## src/rtl/bp_stall_counter_reader.sv

```systemverilog
// Snapshot reader for the core stall/instruction counter bank; streams a
// framed, atomically sampled copy of all counters over ready/valid.
//
// Ports:
//   clk_i, reset_n_i      clock, async active-low reset
//   counters_i            flat bank, counter k at [k*width_p +: width_p]
//   req_v_i/req_ready_o   snapshot request handshake
//   data_o/v_o/ready_i    output word stream
//   last_o                final word of a frame (qualified by v_o)
//   seq_o                 sequence number of the next frame to emit
//   dropped_o             saturating count of request cycles seen while busy
//
// Optional feature macro: BP_STALL_READER_CHECKSUM_EN appends an XOR
// checksum word (header ^ all counters) carrying last_o.
module bp_stall_counter_reader #(
   parameter int width_p            = 32,
   parameter int num_counters_p     = 36,
   parameter int lg_num_counters_lp =
      (num_counters_p > 1) ? $clog2(num_counters_p) : 1
) (
   input  logic                              clk_i,
   input  logic                              reset_n_i,
   input  logic [num_counters_p*width_p-1:0] counters_i,
   input  logic                              req_v_i,
   output logic                              req_ready_o,
   output logic [width_p-1:0]                data_o,
   output logic                              v_o,
   input  logic                              ready_i,
   output logic                              last_o,
   output logic [7:0]                        seq_o,
   output logic [width_p-1:0]                dropped_o
);

   typedef enum logic [1:0] {
      IDLE  = 2'd0,
      HDR   = 2'd1,
      DATA  = 2'd2
`ifdef BP_STALL_READER_CHECKSUM_EN
      ,CKSUM = 2'd3
`endif
   } state_e;

   localparam logic [7:0] num_lp = 8'(num_counters_p);
   localparam logic [lg_num_counters_lp-1:0] idx_last_lp =
      lg_num_counters_lp'(num_counters_p - 1);

   state_e                        state_r, state_n;
   logic [lg_num_counters_lp-1:0] idx_r, idx_n;
   logic [7:0]                    seq_r, seq_n;
   logic [width_p-1:0]            dropped_r;
   logic [width_p-1:0]            snap_r [num_counters_p];
   logic [width_p-1:0]            hdr;
   logic                          at_end;

   assign at_end    = (idx_r == idx_last_lp);
   assign seq_o     = seq_r;
   assign dropped_o = dropped_r;

   always_comb begin
      hdr       = '0;
      hdr[31:0] = {16'hC5A7, seq_r, num_lp};
   end

`ifdef BP_STALL_READER_CHECKSUM_EN
   logic [width_p-1:0] cksum;

   always_comb begin
      cksum = hdr;
      for (int k = 0; k < num_counters_p; k++)
         cksum = cksum ^ snap_r[k];
   end
`endif

   always_comb begin
      state_n     = state_r;
      idx_n       = idx_r;
      seq_n       = seq_r;
      req_ready_o = 1'b0;
      v_o         = 1'b0;
      last_o      = 1'b0;
      data_o      = '0;
      unique case (state_r)
         IDLE: begin
            req_ready_o = 1'b1;
            if (req_v_i) state_n = HDR;
         end
         HDR: begin
            v_o    = 1'b1;
            data_o = hdr;
            if (ready_i) begin
               idx_n   = '0;
               state_n = DATA;
            end
         end
         DATA: begin
            v_o    = 1'b1;
            data_o = snap_r[idx_r];
`ifdef BP_STALL_READER_CHECKSUM_EN
            if (ready_i) begin
               if (at_end) state_n = CKSUM;
               else        idx_n   = idx_r + 1'b1;
            end
`else
            last_o = at_end;
            if (ready_i) begin
               if (at_end) begin
                  seq_n   = seq_r + 8'd1;
                  state_n = IDLE;
               end else begin
                  idx_n = idx_r + 1'b1;
               end
            end
`endif
         end
`ifdef BP_STALL_READER_CHECKSUM_EN
         CKSUM: begin
            v_o    = 1'b1;
            last_o = 1'b1;
            data_o = cksum;
            if (ready_i) begin
               seq_n   = seq_r + 8'd1;
               state_n = IDLE;
            end
         end
`endif
         default: state_n = IDLE;
      endcase
   end

   always_ff @(posedge clk_i or negedge reset_n_i) begin
      if (!reset_n_i) begin
         state_r <= IDLE;
         idx_r   <= '0;
         seq_r   <= '0;
      end else begin
         state_r <= state_n;
         idx_r   <= idx_n;
         seq_r   <= seq_n;
      end
   end

   // Level-counted: every busy cycle with a request pending counts once.
   always_ff @(posedge clk_i or negedge reset_n_i) begin
      if (!reset_n_i)
         dropped_r <= '0;
      else if (state_r != IDLE && req_v_i && dropped_r != '1)
         dropped_r <= dropped_r + width_p'(1);
   end

   // Whole bank captured on the accept edge so a frame is one coherent sample.
   always_ff @(posedge clk_i or negedge reset_n_i) begin
      if (!reset_n_i) begin
         for (int k = 0; k < num_counters_p; k++)
            snap_r[k] <= '0;
      end else if (req_v_i && req_ready_o) begin
         for (int k = 0; k < num_counters_p; k++)
            snap_r[k] <= counters_i[k*width_p +: width_p];
      end
   end

endmodule

```

## config.mk

```make
export PLATFORM = sky130hd
export DESIGN_NAME = bp_stall_counter_reader
export DESIGN_NICKNAME = d
export VERILOG_FILES = /design/src/rtl/bp_stall_counter_reader.sv
export SDC_FILE = /design/constraint.sdc
export NUM_CORES = 2
export LEC_CHECK = 0
export BUFFER_PORTS_ARGS = -buffer_cell sky130_fd_sc_hd__buf_2
export CAP_MARGIN = 40
export CORE_AREA = 3 3 476 478
export CTS_CLUSTER_SIZE = 8
export DETAILED_ROUTE_END_ITERATION = 6
export DIE_AREA = 0 0 479 481
export SLEW_MARGIN = 0
export SYNTH_ARGS = -nofsm -noshare
export SYNTH_HDL_FRONTEND = slang
export SYNTH_SLANG_ARGS = --single-unit
```

## constraint.sdc

```tcl
create_clock -name clk_i -period 6 [get_ports clk_i]
set_clock_uncertainty 0.2 [all_clocks]
set_input_delay 0.6 -clock clk_i [delete_from_list [all_inputs] [get_ports clk_i]]
set_output_delay 0.6 -clock clk_i [all_outputs]
set_load 0.02 [all_outputs]
```

Word-level counts from Yosys, hierarchy flattened. Cells that the tools add are included. Widths: inputs -> output; s select.

Reductions and logical operators: 10. Bitwise operators: 1. Add/subtract/negate cells: 3. Mux-type cells: 16. Magnitude comparators: 1. Eq/ne operators: 9.

Operators by type and width (number): $bmux 32 s6 (1); $mux 32 (2); $pmux 32 s2 (1); $add 32x1->32 const B (1); $ne 32x32->1 const B (1); $mux 6 (3); $pmux 6 s2 (1); $ne 2x2->1 const B (5); $add 8x1->8 const B (1); $mux 2 (4); $reduce_and 4->1 (2); $ge 7x7->1 const B (1); $not 6->7 (1); $add 6x1->6 const B (1); $eq 6x6->1 const B (1); $pmux 2 s3 (1); $reduce_bool 2->1 (2); $logic_and 1x1->1 (3); $mux 1 (3); $reduce_and 3->1 (1); $eq 2x1->1 const B (1); $eq 2x2->1 const B (1); $logic_not 2->1 (1); $reduce_or 2->1 (1).

Word-level logic and storage cells: 80. Output and inout bits: 75. Input bits: 1156. Flip-flop bits (word level): 1200.

Longest topological paths before layout.
Word-level depth: 5. Depth in mapped cells: 10.

Worst setup path after synthesis. OpenSTA, ideal clock, no wires.

Path kind: flip-flop to output port. From: reg idx_r[0]. To: out data_o[2]. Cell stages (with the launch flop): 9. Path buffers: 4. Data required time: 5200 ps. Path slack: 3054 ps. Data arrival time: 2146 ps. Cell sequence: dfrtp_1 > buf_6 > buf_2 > buf_8 > buf_8 > nand3_2 > o22ai_1 > a2111oi_2 > o32ai_1.

Word-level cells in the longest chain between the ends: 5.

RTL lines: from (decl) (RTL line 48) `logic [lg_num_counters_lp-1:0] idx_r, idx_n;`; from (signal assigned) (RTL line 137) `idx_r <= idx_n;`; $not 6->7 (implied by the code) (RTL line 97) `data_o = snap_r[idx_r];`; $bmux 32 s6 (RTL line 97); $mux 32 (implied by the code) (2 in series) (RTL line 97); $pmux 32 s2 (RTL line 82) `unique case (state_r)`; to (decl) (RTL line 26) `output logic [width_p-1:0] data_o,`.

Every way passes these cells. The select of a mux whose other input is x is not followed.

Final worst setup path.
From: reg idx_r[0]. To: out data_o[16].

Same word-level chain as after synthesis.

==> key figures <==
Run status
  – Status: finished, final reports clean

Synthesis
  – Yosys Warn Count: 0
  – Compound-Gate Fraction of Synth Area: 3.472%
  – Synth area leaders: dfrtp_1 55%, mux2_2 24%, mux4_2 9.1%
  – Post-Syn Area: 54,120 sq um
  – XOR/XNOR Fraction of Synth Area: 0.6311%
  – Simple-gate share of the synthesized area: 1.896%
  – Multiplexer area fraction after synthesis: 35.97%
  – Post-synthesis adder-cell area fraction: 0.1387%
  – Leading area contributor after synthesis: dfrtp_1
  – Prevailing post-synth register cell: dfrtp_1
  – Asr flop ratio synth: 100.0%
  – Post-synth EDFFs: 0
  – Top-count cell post-synth: dfrtp_1
  – Sequential area share after synthesis: 55.48%
  – Syn_area_per_cell: 15.63 sq um
  – Synth cell count leaders: 1,200 x dfrtp_1, 1,160 x mux2_2, 218 x mux4_2
  – Main combinational cell family by area after synthesis: multiplexers
  – Yosys reg bits: 1,200
  – Yosys cell types: 65
  – Top cell type's share of synthesized area: 55.48%
  – Syn nets: 4,625
  – Gate Count Post-Synth: 3,463

Die
  – Initial Util: 24.35%
  – Die height: 481 um
  – Ports: 1,231
  – DIE AREA: 230,400 sq um
  – Core area: 222,300 sq um
  – Rows: 173
  – Die Width: 479 um

Worst hold path
  – HP Class: in2async

Worst setup path
  – CP Launch Type: flip-flop
  – Worst reg-to-reg path cell count: 6
  – CP Data Arrival Time: 4.74 ns
  – WS Path Type: reg2out
  – Reg2reg setup slack: 2.83 ns
  – Reg-to-Reg End: seq_o[5]
  – Worst r2r src: idx_r[2]
  – CP Capture Type: output pin
  – WP data required: 5.20 ns
  – CP Max Fanout: 30

Placed design
  – RD Place Congestion: 0.8966
  – Post-Place Worst Slack: 1.163 ns
  – Placed Instance Area: 63,980 sq um
  – Hpwl dp: 208,400 um
  – Port Buffers: 1,230

Timing
  – Final hold slack: 0.2074 ns
  – RSZ-0062 raised after global routing: no
  – FMAX: 180.5 MHz
  – TNS Setup: 0 ns
  – Relative slew margins: 24.07%
  – Final setup vio count: 0
  – Final period util: 92.32%
  – Pins Over Slew Limit: 0
  – Setup ws final: 0.4609 ns
  – Slew @ Worst Pin: 1.139 ns
  – Final hold vios: 0
  – Post-layout min period: 5.539 ns

Pwr
  – Seq pwr share: 38.3%
  – Maximum VDD drop: 0.3048 mV
  – Clock power share: 23.0%
  – P_sw: 14.08 mW
  – Final total power: 39.41 mW
  – Gate power share: 38.8%
  – Switching share of total power: 35.72%
  – Leakage: 34.61 nW
  – Internal power: 25.33 mW
  – Pwr per Cell Area: 488.6 nW/um^2

Routing
  – DR WL/cell: 30.47 um
  – DR DRC count: 0
  – Vias: 43,030
  – First-pass DRT Iterations: 5
  – Vias per cell: 4.785
  – ANT nets after route: 0
  – Detailed-route wire length: 274,000 um
  – Initial DRC count: 3,137

Clock tree
  – CTS clk-pin slew, worst paths: 0.05 ns
  – Clk buf depth: 3
  – Post-CTS Setup Inserts: 0
  – # resized after CTS: 0
  – Hold buffers post-CTS: 1,155
  – CTS tree: done
  – Worst-Skew Late Latency: 0.83 ns
  – CTS root buf: clkbuf_16
  – TritonCTS Sinks: 1,200
  – Cts bufs inserted: 172
  – H-tree levels: 4

GRT
  – Total GRT Usage: 23.20%
  – GR Overflow Total: 0
  – Number of global-route vias before repair: 46,640
  – Largest net degree at the start of global routing: 168
  – Initial antenna violation count: 180
  – First-pass GRT wire length: 373,900 um

Final layout
  – Area grow syn2layout: 49.00%
  – Area of the multi-input gates: 22,850 sq um
  – Nets@finish: 7,050
  – Reg area: 30,050 sq um
  – Design area: 80,640 sq um
  – Share of layout cells above drive strength 1: 49.92%
  – Number of fill cells: 21,110

Run
  – MaxCap Viol Count: 0
-- state kept, by name, indices dropped and copies added (netlist names) --
register / count
snap_r: 1152
dropped_o: 32
seq_o: 8
idx_r: 6
state_r: 2
-- placed cells by master (no fill, tap or decap), types with 6 or more instances in the layout --
master         count
dlygate4sd3_1   1155
nand3_1           22
mux2i_1          138
inv_1              8
diode_2           98
nor4_1            10
nand4_1           17
mux4_2           218
o22ai_1           32
clkbuf_1           8
xnor2_1           12
o221ai_1          26
dfrtp_1         1195
a221o_1            6
buf_12            25
a22oi_1           39
xor2_1            27
ha_1               6
buf_4             85
and3_1            10
mux2_2          1160
nor2_1            13
nor3_1            16
a21oi_1           42
clkbuf_16        173
nand2_1           55
a22o_1            29
clkinv_16         10
a211oi_1          38
buf_2           1233
-- stage by stage --
| stage | utilization, % | instances |
|---|---|---|
| 3_3_place_gp | 28.71 | 7517 |
| 2_1_floorplan | - | 3463 |
| 3_5_place_dp | 28.78 | 7533 |
| 4_1_cts | 36.16 | 8893 |
| 6_report | 36.28 | 8992 |
| 5_1_grt | 36.24 | 8955 |
-- logic make-up (layout without fill, tap and decap cells) --
| logic type | after synthesis | count (layout) |
|---|---|---|
| compound gates | 252 | 252 |
| simple gates | 189 | 189 |
| buf+inv | 256 | 2712 |
| fa+ha+maj | 6 | 6 |
| xor+xnor | 39 | 39 |
| flops | 1200 | 1200 |
| mux | 1521 | 1521 |
| other cells | 0 | 98 |
-- cell type report --
cell class / instances / area share, %
Antenna cell: 98 / 0.3041
Clock buffer: 184 / 5.457
Clock inverter: 21 / 0.5554
Inverter: 8 / 0.03724
Multi-Input combinational cell: 2007 / 28.34
Sequential cell: 1200 / 37.26
Tap cell: 2975 / 4.616
Timing Repair Buffer: 2499 / 23.43
-- worst max-delay path, cell delays in order (launching register included) --
cell	delay, ns
dfrtp_4	0.92
buf_12	0.33
nand3_2	0.57
o22ai_1	0.39
buf_4	0.25
a2111oi_2	0.12
o32ai_1	0.82
buf_2	0.32
-- worst max path at each step --
stage / from / endpoint / depth (start not counted)
final: idx_r[0] / data_o[16] / 7
after global routing: idx_r[0] / data_o[29] / 7
after CTS: idx_r[0] / data_o[29] / 7
after detailed placement: idx_r[0] / data_o[29] / 7
after global placement: idx_r[0] / data_o[16] / 6
after floorplan: idx_r[0] / data_o[2] / 8
-- metal layers --
| metal | vias to the layer above | GRT usage [%] | part of all wire (%) |
|---|---|---|---|
| met1 | 22150 | 29.91 | 42 |
| met4 | 88 | 9.356 | 4.3 |
| met3 | 665 | 6.231 | 7.6 |
| met5 | - | 0 | 0.19 |
| li1 | 17930 | - | - |
| met2 | 2190 | 36.91 | 46 |
-- power by group through the flow --
| stage | clock, mW | combinational [mW] | sequential [mW] |
|---|---|---|---|
| 4_1_cts | 9.25 | 15.4 | 14.9 |
| 3_5_place_dp | 0 | 14.6 | 15.0 |
| 5_1_grt | 9.60 | 16.2 | 15.4 |
| 3_3_place_gp | 0 | 14.3 | 14.9 |
| 6_report | 9.05 | 15.3 | 15.1 |
| 2_1_floorplan | 0 | 9.78 | 13.5 |
Note: power is estimated with default switching activity, not from simulation.
